--- src/rtl/shifter_if.sv ---
// Bus bundle between the datapath and the shifter-operand generator.
// Carries the instruction word, the Rm read value, the current C flag and
// the capture enable toward the shifter, plus its registered operand/offset
// and carry-out back toward the ALU.
//   master : drives IR, RM, CIN, ENABLE; observes OPERAND, COUT
//   slave  : observes IR, RM, CIN, ENABLE; drives OPERAND, COUT
interface shifter_if;
    logic [31:0] IR;
    logic [31:0] RM;
    logic        CIN;
    logic        ENABLE;
    logic [31:0] OPERAND;
    logic        COUT;

    modport master (
        output IR, RM, CIN, ENABLE,
        input  OPERAND, COUT
    );

    modport slave (
        input  IR, RM, CIN, ENABLE,
        output OPERAND, COUT
    );
endinterface

--- src/rtl/shifter.sv ---
// Registered ARM shifter-operand / address-offset generator.
// Decodes the instruction class bits IR[27:25], IR[7] and IR[4] and produces
// the 32-bit second ALU operand (or load/store offset) plus the shifter
// carry-out. Results are captured on the rising edge of CLK while ENABLE is
// high; RESET clears both outputs asynchronously.
//   CLK        : system clock, rising-edge active
//   RESET      : asynchronous active-high reset
//   bus.IR     : current instruction word
//   bus.RM     : value of register Rm
//   bus.CIN    : current C flag
//   bus.ENABLE : capture enable
//   bus.OPERAND: registered operand / offset
//   bus.COUT   : registered shifter carry-out
module shifter (
    input  logic     CLK,
    input  logic     RESET,
    shifter_if.slave bus
);

    typedef enum logic [1:0] {
        SH_LSL = 2'b00,
        SH_LSR = 2'b01,
        SH_ASR = 2'b10,
        SH_ROR = 2'b11
    } shift_t;

    // Condition field is not used by operand generation.
    logic unused_cond;
    assign unused_cond = ^bus.IR[31:28];

    // Shift-by-immediate result, shared by data-processing and scaled
    // register addressing.
    logic [31:0] sh_res;
    logic        sh_c;
    logic [4:0]  sh_n;
    shift_t      sh_type;
    logic [5:0]  sh_inv;

    always_comb begin
        sh_n    = bus.IR[11:7];
        sh_type = shift_t'(bus.IR[6:5]);
        sh_inv  = 6'd32 - {1'b0, sh_n};
        sh_res  = bus.RM;
        sh_c    = bus.CIN;
        unique case (sh_type)
            SH_LSL: begin
                if (sh_n != 5'd0) begin
                    sh_res = bus.RM << sh_n;
                    sh_c   = bus.RM[sh_inv[4:0]];
                end
            end
            SH_LSR: begin
                if (sh_n == 5'd0) begin
                    // LSR #0 encodes LSR #32
                    sh_res = '0;
                    sh_c   = bus.RM[31];
                end else begin
                    sh_res = bus.RM >> sh_n;
                    sh_c   = bus.RM[sh_n - 5'd1];
                end
            end
            SH_ASR: begin
                if (sh_n == 5'd0) begin
                    // ASR #0 encodes ASR #32
                    sh_res = {32{bus.RM[31]}};
                    sh_c   = bus.RM[31];
                end else begin
                    sh_res = $unsigned($signed(bus.RM) >>> sh_n);
                    sh_c   = bus.RM[sh_n - 5'd1];
                end
            end
            SH_ROR: begin
                if (sh_n == 5'd0) begin
                    // ROR #0 encodes RRX: C rotates in at the top
                    sh_res = {bus.CIN, bus.RM[31:1]};
                    sh_c   = bus.RM[0];
                end else begin
                    sh_res = (bus.RM >> sh_n) | (bus.RM << sh_inv);
                    sh_c   = bus.RM[sh_n - 5'd1];
                end
            end
            default: begin
                sh_res = bus.RM;
                sh_c   = bus.CIN;
            end
        endcase
    end

    // Rotated 8-bit immediate.
    logic [31:0] imm_res;
    logic        imm_c;
    logic [4:0]  imm_rot;
    logic [31:0] imm_base;

    always_comb begin
        imm_rot  = {bus.IR[11:8], 1'b0};
        imm_base = {24'd0, bus.IR[7:0]};
        imm_res  = imm_base;
        imm_c    = bus.CIN;
        if (imm_rot != 5'd0) begin
            imm_res = (imm_base >> imm_rot) | (imm_base << (6'd32 - {1'b0, imm_rot}));
            imm_c   = imm_res[31];
        end
    end

    // Register-list population count for load/store multiple.
    logic [4:0] reg_cnt;

    always_comb begin
        reg_cnt = '0;
        for (int unsigned i = 0; i < 16; i++) begin
            reg_cnt = reg_cnt + {4'd0, bus.IR[i]};
        end
    end

    // Class decode.
    logic [31:0] next_op;
    logic        next_c;

    always_comb begin
        next_op = bus.RM;
        next_c  = bus.CIN;
        unique case (bus.IR[27:25])
            3'b000: begin
                if (!bus.IR[4]) begin
                    next_op = sh_res;
                    next_c  = sh_c;
                end else if (bus.IR[7]) begin
                    next_op = {24'd0, bus.IR[11:8], bus.IR[3:0]};
                end else begin
                    // Register-specified shift: no Rs path, pass Rm through
                    next_op = bus.RM;
                end
            end
            3'b001: begin
                next_op = imm_res;
                next_c  = imm_c;
            end
            3'b010: next_op = {20'd0, bus.IR[11:0]};
            3'b011: begin
                next_op = sh_res;
                next_c  = sh_c;
            end
            3'b100: next_op = {25'd0, reg_cnt, 2'b00};
            3'b101: next_op = {{6{bus.IR[23]}}, bus.IR[23:0], 2'b00};
            default: next_op = bus.RM;
        endcase
    end

    always_ff @(posedge CLK or posedge RESET) begin
        if (RESET) begin
            bus.OPERAND <= '0;
            bus.COUT    <= 1'b0;
        end else if (bus.ENABLE) begin
            bus.OPERAND <= next_op;
            bus.COUT    <= next_c;
        end
    end

endmodule

--- src/flat_wrapper.sv ---
// flat-port wrapper written by rule: the top's interface ports become plain ports
module shifter_flat 
  (CLK, RESET, bus_IR, bus_RM, bus_CIN, bus_ENABLE, bus_OPERAND, bus_COUT);
  shifter_if bus_i ();
  input  logic CLK;
  input  logic RESET;
  input wire logic [$bits(bus_i.IR)-1:0] bus_IR;
  input wire logic [$bits(bus_i.RM)-1:0] bus_RM;
  input wire logic [$bits(bus_i.CIN)-1:0] bus_CIN;
  input wire logic [$bits(bus_i.ENABLE)-1:0] bus_ENABLE;
  output wire logic [$bits(bus_i.OPERAND)-1:0] bus_OPERAND;
  output wire logic [$bits(bus_i.COUT)-1:0] bus_COUT;
  assign bus_i.IR = bus_IR;
  assign bus_i.RM = bus_RM;
  assign bus_i.CIN = bus_CIN;
  assign bus_i.ENABLE = bus_ENABLE;
  assign bus_OPERAND = bus_i.OPERAND;
  assign bus_COUT = bus_i.COUT;
  shifter u_core (.CLK(CLK), .RESET(RESET), .bus(bus_i));
endmodule
--- config.mk ---
export PLATFORM = sky130hd
export DESIGN_NAME = shifter_flat
export DESIGN_NICKNAME = d
export VERILOG_FILES = /design/src/rtl/shifter_if.sv /design/src/rtl/shifter.sv /design/src/flat_wrapper.sv
export SDC_FILE = /design/constraint.sdc
export NUM_CORES = 1
export LEC_CHECK = 0
export ABC_CLOCK_PERIOD_IN_PS = 1100
export BUFFER_PORTS_ARGS = -buffer_cell sky130_fd_sc_hd__buf_2
export CAP_MARGIN = 20
export CORE_UTILIZATION = 35
export CTS_CLUSTER_SIZE = 16
export DETAILED_ROUTE_END_ITERATION = 8
export SETUP_SLACK_MARGIN = 0.2
export SLEW_MARGIN = 25
export SYNTH_ARGS = -nofsm -noshare
export SYNTH_HDL_FRONTEND = slang
export SYNTH_SLANG_ARGS = --single-unit
--- constraint.sdc ---
create_clock -name CLK -period 1.1 [get_ports CLK]
set_clock_uncertainty 0.05 [all_clocks]
set_input_delay 0.22 -clock CLK [delete_from_list [all_inputs] [get_ports CLK]]
set_output_delay 0.22 -clock CLK [all_outputs]
set_load 0.05 [all_outputs]
==> key figures <==
Power
  – Pwr Density: about 820 mW/mm2
  – Combinational Power Share: 82.4%
  – Switching pwr: 8.53 mW
  – Leakage: between 9 and 10 nW
  – Portion of total power attributed to the clock network: between 8 and 9%
  – VDD IR max: between 0.0009 and 0.001 V
  – Sw Ratio: between 40% and 50%
  – Flop pwr share: 9.0%
  – Pint: about 8.7 mW

STA
  – RSZ-0062 raised after global routing: true
  – Peak Freq: 247 MHz
  – Setup WS post-layout: -2.94 ns
  – Setup TNS: -53.73 ns
  – Fin crit share: 367%
  – Slew headroom: 55.5%
  – Hold Slack: between 0.3 and 0.4 ns
  – Crit path time final: around 4.0 ns
  – Final hold violation count: 0
  – Worst Tran Pin Value: roughly 0.67 ns
  – Setup-failing EPs final: 66
  – Max Slew Vio Count: 0

GRT
  – Pin count of the biggest net entering global routing: between 50 and 60
  – Vias in the first global route: 17400
  – GRT overflow: 0
  – Global-route wire length before repair: 126000 um
  – Initial antenna violation count: 3
  – Tot GR Track Use: 52.9%

Worst hold path
  – Hold Crit Endpoint: u_core.bus.OPERAND[1]
  – Worst hold path startpoint: bus_ENABLE
  – Hold Crit Class: in -> reg
  – Hold path depth: 3

Finish
  – Non-filler cells, final: approximately 2700
  – Final cell utilization of the core: about two thirds
  – ANT cells: 0
  – Final nets: between 2000 and 2500
  – Most frequent cells in the layout: 629 x buf_4, 171 x nand2_1, 130 x nor2_1
  – Area added between synthesis and finish: 84.8%
  – Most common cell after layout, fill and taps aside: buf_4
  – Fraction of layout instances using a drive strength above 1: 57.0%

Clock network
  – Reg clk slew, reported paths: about 0.060 ns
  – H-Tree Level Count: 2
  – Sink Count: 33
  – CTS root buf: clkbuf_16
  – Max Buffers Root-to-Sink: 2
  – Skew-Pair Late Insertion Delay: just under 0.3 ns
  – TritonCTS clock tree: built
  – CTS Buf Count: 5

Synth
  – Unique masters post-synth: 84
  – Synth Cell Area: 0.0115 mm2
  – Net Count, Synth: 1646
  – Area share of the largest cell type after synthesis: a little over an eighth
  – Flops & latches, synth: 33
  – Synth area leader: mux4_2
  – Synth warn: 0
  – Post-synth ARST share: 100%
  – Main area contributors after synthesis: mux4_2 14%, mux2i_1 8.3%, dfrtp_1 7.2%
  – Top FF cell, synth: dfrtp_1
  – Syn Inst Count: 1553
  – Sequential area share after synthesis: 7.21%
  – EDFF count, synth: 0
  – Syn_area_per_cell: 7.37 um2

Die
  – DIE AREA: between 0.03 and 0.04 mm2
  – Core area: approximately 0.032 mm2
  – Die X: 183 um
  – Die height: about 180 um
  – Ports: between 100 and 150
  – Row Count: 65
  – Initial Util: roughly 36%

Detailed routing
  – Vias/cell: approximately 6.9
  – Wire per inst: between 30 and 40 um
  – Pre-antenna DRT Iters: 8
  – Routed vias: roughly 19000
  – Antenna Nets Post-Route: 0
  – Final wirelength: 91500 um
  – Initial DRC count: approximately 3300
  – # DRC: 0

Flow run
  – Max-Cap Viols: 0

Worst setup path
  – Crit Path Max Fanout: 2
  – CP Cell Sequence: buf_8 > ha_4 > inv_2 > fa_1 > fa_1 > fa_1 > fa_1 > fa_2 > fa_2 > nor2b_2 > o211ai_1 > a21oi_1 > a2111oi_0 > or2_2 > o31ai_2
  – Worst EP required: 1.25 ns
  – Worst EP arrival: 4.19 ns
  – Crit-path slowest cell: fa_1
  – R2R depth: 5
  – R2r setup slk: -0.25 ns
  – FF-to-FF Start: u_core.bus.OPERAND[2]
  – Startpoint Class: input pin
  – Endpoint class of the critical path: flop
  – Crit. path cell count: 15
  – Top Family by Delay on Critical Path: adder cells
  – CP most frequent cell: fa_1
  – FF-to-FF End: u_core.bus.OPERAND[2]
  – WP buf/inv: 2
  – CP Class: in -> reg
  – Crit path largest cell delay: ~0.53 ns

Outcome
  – Status: complete, but fails checks
  – Violated checks: setup timing

Placement
  – Post-detail-place hpwl: 67300 um
  – Port Buffers: 95
  – Placer Congestion: approximately 1.2
  – DP Cell Count: ~2500
[per-layer routing]
layer / wire [um] / GRT usage, % / vias up / part of all wire [%]
met5: 88 / 0 / - / 0.096
met4: 7670 / 31.2 / 6 / 8.4
met3: 15200 / 20.8 / 482 / 17
met2: 35400 / 73.8 / 1854 / 39
met1: 33100 / 68.3 / 8828 / 36
li1: - / - / 7394 / -
[synth_stat cells, types with 8 or more instances]
cell         n
nand2_1    187
nor2_1     151
a21oi_1    125
clkbuf_1   106
o21ai_0    102
mux2i_1     95
mux4_2      69
buf_2       48
nand3_1     42
mux2_2      35
nor3_1      34
dfrtp_1     33
a221oi_1    32
a211oi_1    30
inv_1       29
o22ai_1     27
a31oi_1     26
o211ai_1    25
nand2b_1    24
o31ai_1     17
a221o_1     16
buf_1       16
a2111oi_0   15
ha_1        15
o21a_1      14
a21o_1      13
a311oi_1    12
and2_1      12
and3_1      11
fa_1        10
a22oi_1      9
buf_6        9
or3_1        9
nor4_1       8
[metrics by stage]
| step | setup WS (ns) | area (um2) | total power, mW |
|---|---|---|---|
| finish | -2.94 | 21200 | 17.3 |
| CTS | -2.90 | 20100 | 15.7 |
| detailed placement | -3.24 | 16800 | 12.2 |
| floorplan | -2.83 | 11900 | 6.96 |
| global placement | -3.19 | 16800 | 12.2 |
| global route | -3.04 | 21200 | 17.5 |
[worst register-to-register path, delay by kind of cell (launching register included)]
kind / cells / cell delay [ns]
AOI/OAI and AO/OA: 4 / 0.60
DFF: 1 / 0.44
buffers and inverters: 1 / 0.16
[power by group through the flow]
stage	logic, mW	clock network (mW)	registers (mW)
after floorplan	4.89	0	2.07
after global placement	10.6	0	1.52
after detailed placement	10.7	0	1.53
after CTS	12.7	1.46	1.53
after global routing	14.5	1.52	1.56
final	14.2	1.48	1.55
[flip-flops by register name, indices dropped and copies added (netlist names)]
register	flops
u_core.bus.OPERAND	32
u_core.bus.COUT	1
[worst max-delay path by stage]
stage / startpoint / to / slack [ns]
floorplan: bus_IR[1] / u_core.bus.OPERAND[3] / -2.83
global placement: bus_IR[1] / u_core.bus.OPERAND[4] / -3.19
detailed placement: bus_IR[1] / u_core.bus.OPERAND[4] / -3.24
CTS: bus_IR[1] / u_core.bus.OPERAND[6] / -2.90
global route: bus_IR[1] / u_core.bus.OPERAND[6] / -3.04
finish: bus_IR[1] / u_core.bus.OPERAND[6] / -2.94
[what timing repair did]
item / in CTS / in global routing
gates resized for setup: 468 / 146
setup buffers: 87 / 45
pin swaps: 113 / 77
setup endpoints to repair: 66 / 66
gates cloned: 20 / 1
hold buffers: 1 / 0
endpoints found under the hold margin: 33 / 0
[logic make-up after synthesis]
family	count (synthesis)	synth area share, %
AND/OR/NAND/NOR	509	19.8
adder cells (fa/ha/maj)	25	3.39
multiplexers	207	27.1
AO/OA/AOI/OAI	549	32.6
flip-flops	33	7.21
buffers and inverters	220	8.84
XOR/XNOR	10	0.994
[area by class of cell]
| type | count | area (um2) |
|---|---|---|
| flip-flops and latches | 33 | 828 |
| repair buffers | 875 | 8020 |
| inverters | 32 | 161 |
| multi-input cells | 1300 | 11500 |
| clock inverters | 3 | 17.5 |
| clock buffers | 5 | 125 |
| fillers | 2704 | 10700 |
| well taps | 435 | 544 |
Note: power is estimated with default switching activity, not from simulation.
